[config.mk]
export PLATFORM = sky130hd
export DESIGN_NAME = adc0809_emu
export DESIGN_NICKNAME = d
export VERILOG_FILES = /design/src/rtl/adc0809_emu.sv
export SDC_FILE = /design/constraint.sdc
export NUM_CORES = 1
export LEC_CHECK = 0
export CORE_UTILIZATION = 46
export CTS_CLUSTER_SIZE = 24
export DETAILED_ROUTE_END_ITERATION = 16
export PLACE_DENSITY_LB_ADDON = 0.1
export SLEW_MARGIN = 0
export SYNTH_ARGS = -nofsm -noshare
export SYNTH_HDL_FRONTEND = slang
export SYNTH_SLANG_ARGS = --single-unit
export TNS_END_PERCENT = 5
[constraint.sdc]
create_clock -name MCLK -period 3.7 [get_ports MCLK]
set_clock_uncertainty 0.2 [all_clocks]
set_input_delay 0.74 -clock MCLK [delete_from_list [all_inputs] [get_ports MCLK]]
set_output_delay 0.74 -clock MCLK [all_outputs]
set_load 0.05 [all_outputs]
[src/rtl/adc0809_emu.sv]
// adc0809_emu: cycle-paced ADC0809 converter emulation for the analog stick channels.
// Define ADC_SAR_EN for true successive approximation; default snapshots AIN at START fall.
module adc0809_emu #(
  parameter int unsigned CONV_TICKS = 64,
  parameter logic [7:0]  IDLE_VAL   = 8'hFF
) (
  input  logic        MCLK,
  input  logic        RST_N,
  input  logic        CEN,
  input  logic        ALE,
  input  logic        START,
  input  logic [2:0]  ADDR,
  input  logic        OE,
  input  logic [63:0] AIN,
  output logic [7:0]  DOUT,
  output logic        EOC,
  output logic        BUSY
);

  localparam int CW = $clog2(CONV_TICKS);
  localparam logic [CW-1:0] LAST = CW'(CONV_TICKS - 1);

  typedef enum logic [1:0] {
    IDLE,
    CLR,
    CONV
  } state_t;

  state_t        state, state_d;
  logic [CW-1:0] cnt, cnt_d;
  logic [7:0]    sar, sar_d;
  logic [7:0]    result, result_d;
  logic [2:0]    chan, chan_d;
  logic          eoc_d;
  logic          ale_q, ale_p;
  logic          start_q, start_p;
  logic          ale_rise;
  logic          start_rise;
  logic          start_fall;
  logic [7:0]    ain_sel;

  assign ale_rise   = ale_q & ~ale_p;
  assign start_rise = start_q & ~start_p;
  assign start_fall = ~start_q & start_p;
  assign ain_sel    = AIN[{chan, 3'b000} +: 8];

`ifdef ADC_SAR_EN
  localparam int STEP = CONV_TICKS / 8;
  logic [7:0] sar_step;

  // Bit k is decided against the live input at the end of its slot
  always_comb begin
    sar_step = sar;
    for (int k = 0; k < 8; k++) begin
      if (cnt == CW'((8 - k) * STEP - 1))
        sar_step[k] = ain_sel >= (sar | (8'd1 << k));
    end
  end
`endif

  always_comb begin
    state_d  = state;
    cnt_d    = cnt;
    sar_d    = sar;
    result_d = result;
    eoc_d    = EOC;
    chan_d   = ale_rise ? ADDR : chan;
    if (start_rise) begin
      state_d = CLR;
      eoc_d   = 1'b0;
      sar_d   = 8'h00;
      cnt_d   = '0;
    end else begin
      unique case (state)
        IDLE: ;
        CLR: begin
          eoc_d = 1'b0;
          sar_d = 8'h00;
          cnt_d = '0;
          if (start_fall) begin
            state_d = CONV;
`ifndef ADC_SAR_EN
            sar_d = ain_sel;
`endif
          end
        end
        CONV: begin
          if (CEN) begin
`ifdef ADC_SAR_EN
            sar_d = sar_step;
`endif
            cnt_d = cnt + 1'b1;
            if (cnt == LAST) begin
              result_d = sar_d;
              eoc_d    = 1'b1;
              state_d  = IDLE;
            end
          end
        end
        default: state_d = IDLE;
      endcase
    end
  end

  always_ff @(posedge MCLK or negedge RST_N) begin
    if (!RST_N) begin
      state   <= IDLE;
      cnt     <= '0;
      sar     <= 8'h00;
      result  <= 8'h00;
      chan    <= 3'd0;
      EOC     <= 1'b1;
      ale_q   <= 1'b0;
      ale_p   <= 1'b0;
      start_q <= 1'b0;
      start_p <= 1'b0;
    end else begin
      state   <= state_d;
      cnt     <= cnt_d;
      sar     <= sar_d;
      result  <= result_d;
      chan    <= chan_d;
      EOC     <= eoc_d;
      ale_q   <= ALE;
      ale_p   <= ale_q;
      start_q <= START;
      start_p <= start_q;
    end
  end

  assign BUSY = (state == CONV);
  assign DOUT = OE ? result : IDLE_VAL;

endmodule

**Word-level counts from Yosys, hierarchy flattened**

Index checks and enable logic that the tools add are counted.

- Add/sub/neg operators: 1
- Eq/ne operators: 7
- Shift operators: 1
- Multiplexer cells: 16
- Bitwise logic cells: 7
- Reductions and logical operators: 7

Operators by type and width:

| cell | count |
|---|---|
| 64-bit by 7-bit variable part select with 8-bit output | 1 |
| 8-bit 2-to-1 mux | 4 |
| 6-bit 2-to-1 mux | 2 |
| 6-bit one-hot mux with 2 select lines | 1 |
| 2-bit 2-to-1 mux | 4 |
| 4-bit AND reduction | 2 |
| 6-bit by 1-bit adder with 6-bit output (second input constant) | 1 |
| 6-bit equality test (second input constant) | 1 |
| 2-bit one-hot mux with 3 select lines | 1 |
| 1-bit NOT | 4 |
| 1-bit AND | 3 |
| 1-bit 2-to-1 mux | 3 |
| 3-bit by 1-bit inequality test with 1-bit output (second input constant) | 1 |
| 3-bit by 2-bit inequality test with 1-bit output (second input constant) | 1 |
| 3-bit inequality test (second input constant) | 1 |
| 3-bit AND reduction | 1 |
| 3-bit nonzero test | 1 |
| 2-bit by 1-bit equality test with 1-bit output (second input constant) | 1 |
| 2-bit equality test (second input constant) | 1 |
| 2-bit zero test | 1 |
| 2-bit inequality test (second input constant) | 1 |
| 1-bit one-hot mux with 2 select lines | 1 |
| 2-bit AND reduction | 1 |
| 2-bit nonzero test | 1 |

- Register bits after elaboration: 32

**Depth between registers and ports, before layout**

Gate-level depths: netlist of run 1.

- Word-level depth: 5
- Mapped depth: 6
- Depth with buffers taken out: 6

**Worst setup path after synthesis of run 1**

Ideal clock, no wire load.

- Path kind: flip-flop to flip-flop
- From: reg state[0]
- To: reg result[0]
- Library setup time: 0.125 ns
- Arrival time: 1.784 ns
- Path slack: 1.591 ns
- Stages on the path, launching flop included: 5
- Cells stage by stage: dfrtp_1 -> and2b_2 -> nand2b_1 -> nor4_4 -> mux2_2

- Word-level cells in the longest chain between the ends: 2

Ends and longest elaborated chain:

| element | RTL line | text |
|---|---|---|
| from (decl) | 29 | `state_t state, state_d;` |
| from (signal assigned) | 118 | `state <= state_d;` |
| 2-bit equality test | n/a |  |
| net BUSY | 17 | `output logic BUSY` |
| 4-bit AND reduction (no line) | n/a |  |
| to (signal assigned) | 121 | `result <= result_d;` |
| to (decl) | 32 | `logic [7:0] result, result_d;` |

The timed path passes the listed nets, and every way through them passes these cells.
A chain may end at the register's enable or synchronous reset.

**Worst setup path in the final report of run 1**

- From: in OE
- To: out DOUT[1]

- Word-level cells in the longest chain between the ends: 1

Ends and longest elaborated chain:

| element | RTL line | text |
|---|---|---|
| from (decl) | 13 | `input logic OE,` |
| 8-bit 2-to-1 mux | 132 | `assign DOUT = OE ? result : IDLE_VAL;` |
| to (decl) | 15 | `output logic [7:0] DOUT,` |

No other way between the ends.

==> qor.csv, run 1 <==
stage,metric,value,unit
run_status,status,"complete, no violations",
sta,slew_headroom,56.6,%
critical_path,worstPathMaxFanout,8,
clock_tree,root_buffer,clkbuf_8,
logic_synthesis,synth_warnings,0,
final_layout,num_antenna_cells,0,
power,pwr-share-seq,42.0,%
power,power.switching,288,uW
final_layout,regArea,802,um^2
sta,finalSetupViolCount,0,
drt,vias_per_cell,5.34,
power,internal-power,702,uW
sta,rsz0062_at_grt,false,
drt,drtIter0Drc,108,
worst_hold_path,hold_path_class,reg -> reg,
placed_design,hpwl,3470,um
critical_path,startpoint,OE,
global_route,grt_max_degree,33,
critical_path,worstReg2RegStart,start_q,
die,die_h,66.7,um
logic_synthesis,synth-seq-cells,32,
die,start_util,48.2,%
clock_tree,postCtsSetupBuffers,0,
clock_tree,postCtsResizedCells,0,
sta,finalHoldViolations,0,
power,vdd_drop_max,0.202,mV
critical_path,arrival,2.21,ns
power,p_leak,0.00119,uW
clock_tree,clkTransAtPathRegs,0.06,ns
clock_tree,tritoncts,yes,
logic_synthesis,synth_fp_nets,244,
sta,post-route-min-period,3.15,ns
drt,dr_total_vias,1618,
clock_tree,clk_latency,0.28,ns
final_layout,nets,329,
die,ios,83,
drt,drtPass1Iterations,6,
drt,antenna_left,0,
worst_hold_path,min-delay-start,ale_q,
placed_design,gp_congestion,0.769,
sta,max_freq,0.317,GHz
die,die-area,0.00445,mm^2
clock_tree,cts_hold_buf,0,
global_route,antenna_found_initial,0,
power,p_per_area,345,mW/mm^2
final_layout,final.fill_count,299,
clock_tree,htreeDepth,2,
drt,drt_wl_total,4330,um
sta,final_max_slew_viol_count,0,
die,core-area,0.00400,mm^2
power,p_total,990,uW
placed_design,dp_cells,295,
critical_path,required,2.76,ns
final_layout,area_growth,49.1,%
power,p_comb_share,30.5,%
clock_tree,clk_path_buf_depth,2,
logic_synthesis,seq_area_frac_synth,41.6,%
clock_tree,clock_sinks,32,
global_route,grt_use_total,21.5,%
final_layout,drive_gt1_share,21.7,%
critical_path,path_class,in -> out,
die,die_w,66.7,um
drt,drc_errors,0,
global_route,gr-total-overflow,0,
sta,post-route-period-util,85.2,%
placed_design,dpl_cell_area,0.00278,mm^2
sta,worstMarginPinSlew,0.650,ns
logic_synthesis,synth.cell_area,0.00193,mm^2
global_route,grt_pass1_vias,1557,
power,netSwitchingFraction,29.1,%
global_route,grt_pass1_wl,7020,um
run,cap_violations,0,
placed_design,io_buffers,82,
sta,finalSetupTns,0,ns
clock_tree,cts_buffers,5,
critical_path,cp-end-kind,primary output,
critical_path,rr_worst_depth,4,
logic_synthesis,ys_types,34,
logic_synthesis,syn_area_per_cell,11.5,um^2
critical_path,startpoint_type,primary input,
final_layout,design_area,0.00287,mm^2
die,rows,23,
drt,wl_per_cell,14.3,um
logic_synthesis,synth_cells,167,
worst_hold_path,hold_depth,0,
final_layout,multi_input_area,0.00107,mm^2
final_layout,fin_cells,303,
power,power.share.clock,27.5,%
final timing paths:
| kind | to | slack [ns] |
|---|---|---|
| max | DOUT[1] | 0.55 |
| min in group asynchronous | cnt[2] | 0.65 |
| max in group asynchronous | EOC | 2.33 |
| min reg2reg | ale_p | 0.17 |
| min | ale_p | 0.17 |
| max reg2reg | result[7] | 1.44 |
worst max-delay path: stages:
cell and delay (ns):
clkdlybuf4s50_1 0.53, nand2b_1 0.13, clkdlybuf4s50_1 0.80
cells by family (layout without fill, tap and decap cells):
| group | count (synthesis) | count (layout) | synth area share, % |
|---|---|---|---|
| buffers and inverters | 9 | 95 | 2.92 |
| AND/OR/NAND/NOR | 56 | 56 | 16.7 |
| adder cells (fa/ha/maj) | 4 | 4 | 2.60 |
| multiplexers | 35 | 35 | 25.1 |
| AO/OA/AOI/OAI | 31 | 31 | 11.0 |
| flip-flops | 32 | 32 | 41.6 |
registers in the layout, summed over array words and instances, names as in the netlist:
| register | count |
|---|---|
| EOC | 1 |
| ale_p | 1 |
| ale_q | 1 |
| chan | 3 |
| cnt | 6 |
| result | 8 |
| sar | 8 |
| start_p | 1 |
| start_q | 1 |
| state | 2 |
synth_stat cells:
library cell | count | area, um^2
dfrtp_1 | 31 | 776
mux2_2 | 27 | 304
nand2_1 | 17 | 63.8
o31ai_1 | 11 | 82.6
nand2b_1 | 10 | 62.6
mux4_2 | 8 | 180
nor2_1 | 7 | 26.3
o21ai_0 | 7 | 35.0
o22ai_1 | 7 | 43.8
ha_1 | 4 | 50.1
nor2b_1 | 4 | 25.0
buf_2 | 3 | 15.0
inv_1 | 3 | 11.3
nand3_1 | 3 | 15.0
and2_1 | 2 | 12.5
and2b_2 | 2 | 17.5
buf_6 | 2 | 22.5
nor3b_1 | 2 | 15.0
o41ai_1 | 2 | 17.5
a2111oi_0 | 1 | 8.76
a21boi_0 | 1 | 7.51
a22o_2 | 1 | 10.0
buf_4 | 1 | 7.51
dfstp_2 | 1 | 26.3
nand3_2 | 1 | 10.0
nand3b_1 | 1 | 7.51
nor2_2 | 1 | 6.26
nor3_1 | 1 | 5.00
nor4_4 | 1 | 21.3
o21a_1 | 1 | 7.51
or3_2 | 1 | 7.51
or3b_2 | 1 | 8.76
or4_1 | 1 | 7.51
or4b_2 | 1 | 10.0
power by group through the flow:
stage | Combinational [uW] | Clock [uW] | Sequential [uW]
floorplan | 199 | 0 | 399
global placement | 299 | 0 | 421
detailed placement | 302 | 0 | 422
CTS | 304 | 276 | 416
global route | 327 | 293 | 421
finish | 302 | 273 | 416
per-stage QoR:
step                      hold slack (ns)  util, %  setup slack, ns
after CTS                           0.176     71.8            0.527
after floorplan                     0.147        -             1.59
final                               0.174     71.8            0.549
after global placement              0.152     69.5            0.554
after global routing                0.184     71.8            0.478
after detailed placement            0.160     69.5            0.538
layout by cell type, fill, tap and decap left out, drive strengths merged:
master,instances
buf,2
nor2,8
nand2b,10
o22ai,7
clkbuf,6
nand2,17
clkinv,2
nor3,1
o31ai,11
inv,3
a21boi,1
a22o,1
mux2,27
or3,1
dfrtp,31
or4,1
o21a,1
nand3b,1
o21ai,7
nor3b,2
ha,4
clkdlybuf4s50,82
or4b,1
o41ai,2
nor4,1
nor2b,4
and2,2
dfstp,1
mux4,8
a2111oi,1
and2b,2
nand3,4
or3b,1
per-layer routing:
metal  up-vias  routed length [um]  GRT usage, %
li1        793                   -             -
met3         6                 246          6.68
met1       760                2000          28.8
met4         0                  31          3.99
met2        59                2050          34.5
met5         -                   0             0
final cells by class:
class | count | area share [%]
repair buffers | 84 | 29.1
flip-flops and latches | 32 | 27.9
clock inverters | 2 | 0.348
clock buffers | 6 | 2.87
multi-input cells | 126 | 37.2
well taps | 50 | 2.18
inverters | 3 | 0.392
Note: power is estimated with default switching activity, not from simulation.
==> run 2: changes to the inputs <==
CORE_UTILIZATION = 25   (was 46)
HOLD_SLACK_MARGIN = 0.12   (was unset)
==> run 2 against run 1 <==
Sequential cell count stayed put. Power rose by 7.1%. Via count shrank 0.74%. Critical endpoint is now DOUT[3]. Largest power group unchanged.
==> qor.csv, run 2 (synthesized netlist as in run 1, its figures left out) <==
stage,metric,value,unit,change
critical_path,startpoint_type,primary input,,unchanged
global_route,grtUsageMet2,17.6,%,was 34.5%
drt,drtPass1Iterations,4,,was 6
final_layout,layout.cells.most_common_list,"82 x clkdlybuf4s50_1, 31 x dfrtp_1, 27 x mux2_2",,unchanged
critical_path,reg2reg_to,result[5],,was result[7]
critical_path,cp-end-kind,primary output,,unchanged
die,die-area,0.00806,mm^2,was 0.00445 mm^2
final_layout,num_antenna_cells,0,,unchanged
placed_design,hpwl,3840,um,was 3470 um
clock_tree,htreeDepth,2,,unchanged
critical_path,cp_slowest_cell,clkdlybuf4s50_1,,unchanged
final_layout,drive_gt1_share,21.7,%,unchanged
clock_tree,cts_hold_buf,0,,unchanged
die,core-area,0.00737,mm^2,was 0.00400 mm^2
final_layout,top_regs,"result x8, sar x8, cnt x6",,unchanged
global_route,grt_pass1_vias,1631,,was 1557
die,ios,83,,unchanged
clock_tree,clk_latency,0.29,ns,was 0.28 ns
worst_hold_path,min-delay-start,ale_q,,unchanged
worst_hold_path,min_to,ale_p,,unchanged
critical_path,worstPathMaxFanout,8,,unchanged
global_route,gr-total-overflow,0,,unchanged
sta,finalHoldWorstSlack,0.170,ns,was 0.174 ns
drt,drtIter0Drc,40,,was 108
sta,finalSetupTns,0,ns,unchanged
critical_path,cp_common_cell,clkdlybuf4s50_1,,unchanged
sta,post-route-min-period,3.19,ns,was 3.15 ns
sta,final_max_slew_viol_count,0,,unchanged
drt,vias_per_cell,4.56,,was 5.34
clock_tree,root_buffer,clkbuf_8,,unchanged
global_route,grt_use_total,12.8,%,was 21.5%
power,vdd_drop_max,0.152,mV,was 0.202 mV
power,p_per_area,359,mW/mm^2,was 345 mW/mm^2
final_layout,area_growth,53.2,%,was 49.1%
sta,worstMarginPinSlew,0.740,ns,was 0.650 ns
critical_path,rr_worst_depth,4,,unchanged
global_route,met3_usage,4.91,%,was 6.68%
drt,dr_total_vias,1606,,was 1618
clock_tree,postCtsResizedCells,0,,unchanged
clock_tree,tritoncts,yes,,unchanged
critical_path,crit_chain,"clkdlybuf4s50_1, nand2b_1, clkdlybuf4s50_1",,unchanged
final_layout,design_area,0.00295,mm^2,was 0.00287 mm^2
drt,drc_errors,0,,unchanged
global_route,antenna_found_initial,0,,unchanged
final_layout,nets,329,,unchanged
critical_path,arrival,2.25,ns,was 2.21 ns
clock_tree,postCtsSetupBuffers,0,,unchanged
worst_hold_path,hold_depth,0,,unchanged
critical_path,critPathBufInv,2,,unchanged
die,die_h,89.8,um,was 66.7 um
placed_design,gp_congestion,0.760,,was 0.769
critical_path,critPathTopFamily,buffers and inverters,,unchanged
global_route,grt_pass1_wl,8110,um,was 7020 um
clock_tree,clock_sinks,32,,unchanged
clock_tree,cts_buffers,5,,unchanged
clock_tree,clk_path_buf_depth,2,,unchanged
worst_hold_path,hold_path_class,reg -> reg,,unchanged
power,p_leak,0.00119,uW,about the same
die,start_util,26.1,%,was 48.2%
drt,wl_per_cell,13.8,um,was 14.3 um
die,rows,31,,was 23
final_layout,final_util,40.1,%,was 71.8%
drt,antenna_left,0,,unchanged
sta,post-route-period-util,86.2,%,was 85.2%
run_status,status,"complete, no violations",,unchanged
sta,finalHoldViolations,0,,unchanged
critical_path,path_class,in -> out,,unchanged
sta,finalSetupViolCount,0,,unchanged
clock_tree,clkTransAtPathRegs,0.07,ns,was 0.06 ns
sta,rsz0062_at_grt,false,,unchanged
global_route,use_met1,18.5,%,was 28.8%
critical_path,r2r_slack,1.52,ns,was 1.44 ns
sta,slew_headroom,50.7,%,was 56.6%
placed_design,io_buffers,82,,unchanged
critical_path,max_stage_delay,0.81,ns,was 0.80 ns
run,cap_violations,0,,unchanged
global_route,grt_max_degree,33,,unchanged
final_layout,final_common_cell,clkdlybuf4s50_1,,unchanged
critical_path,required,2.76,ns,about the same
critical_path,worstReg2RegStart,start_q,,unchanged
drt,drt_wl_total,4840,um,was 4330 um
placed_design,dpl_cell_area,0.00284,mm^2,was 0.00278 mm^2
die,die_w,89.8,um,was 66.7 um
sta,max_freq,0.314,GHz,was 0.317 GHz
final_layout,final.fill_count,750,,was 299
global_route,busiest_layer,met1,,was met2
run 2: worst max-delay path by stage:
stage | end | slack [ns] | cells after the start | start
2_1_floorplan | result[0] | 1.59 | 4 | state[0]
3_3_place_gp | DOUT[6] | 0.51 | 3 | OE
3_5_place_dp | DOUT[0] | 0.47 | 3 | OE
4_1_cts | DOUT[0] | 0.47 | 3 | OE
5_1_grt | DOUT[2] | 0.41 | 3 | OE
6_report | DOUT[3] | 0.51 | 3 | OE
run 2: worst register-to-register path, cell delays in order (launching register included):
cell and delay, ns:
dfrtp_1 0.41, ha_1 0.28, nand2b_1 0.20, nor4_4 0.58, mux2_2 0.40
run 2: routing by layer:
layer  up-vias  wire length [um]
met3         5               357
met2        62              1960
li1        795                 -
met4         0                57
met1       744              2470
met5         -                 0
run 2: final cells by class:
cell class	instances	area, um^2	area share, %
Clock inverter	3	42.5	1.44
Clock buffer	5	68.8	2.33
Timing Repair Buffer	84	836	28.3
Multi-Input combinational cell	126	1070	36.2
Sequential cell	32	802	27.2
Tap cell	99	124	4.19
Inverter	3	11.3	0.381
run 2: stage by stage:
step	setup WS [ns]	total power [uW]	instances
after floorplan	1.59	598	167
after global placement	0.515	732	344
after detailed placement	0.475	732	344
after CTS	0.467	1080	352
after global routing	0.409	1120	352
final	0.512	1060	352
run 2: power breakdown:
part           switching [uW]  internal, uW
clock network             139           199
registers                43.7           376
logic                     125           177
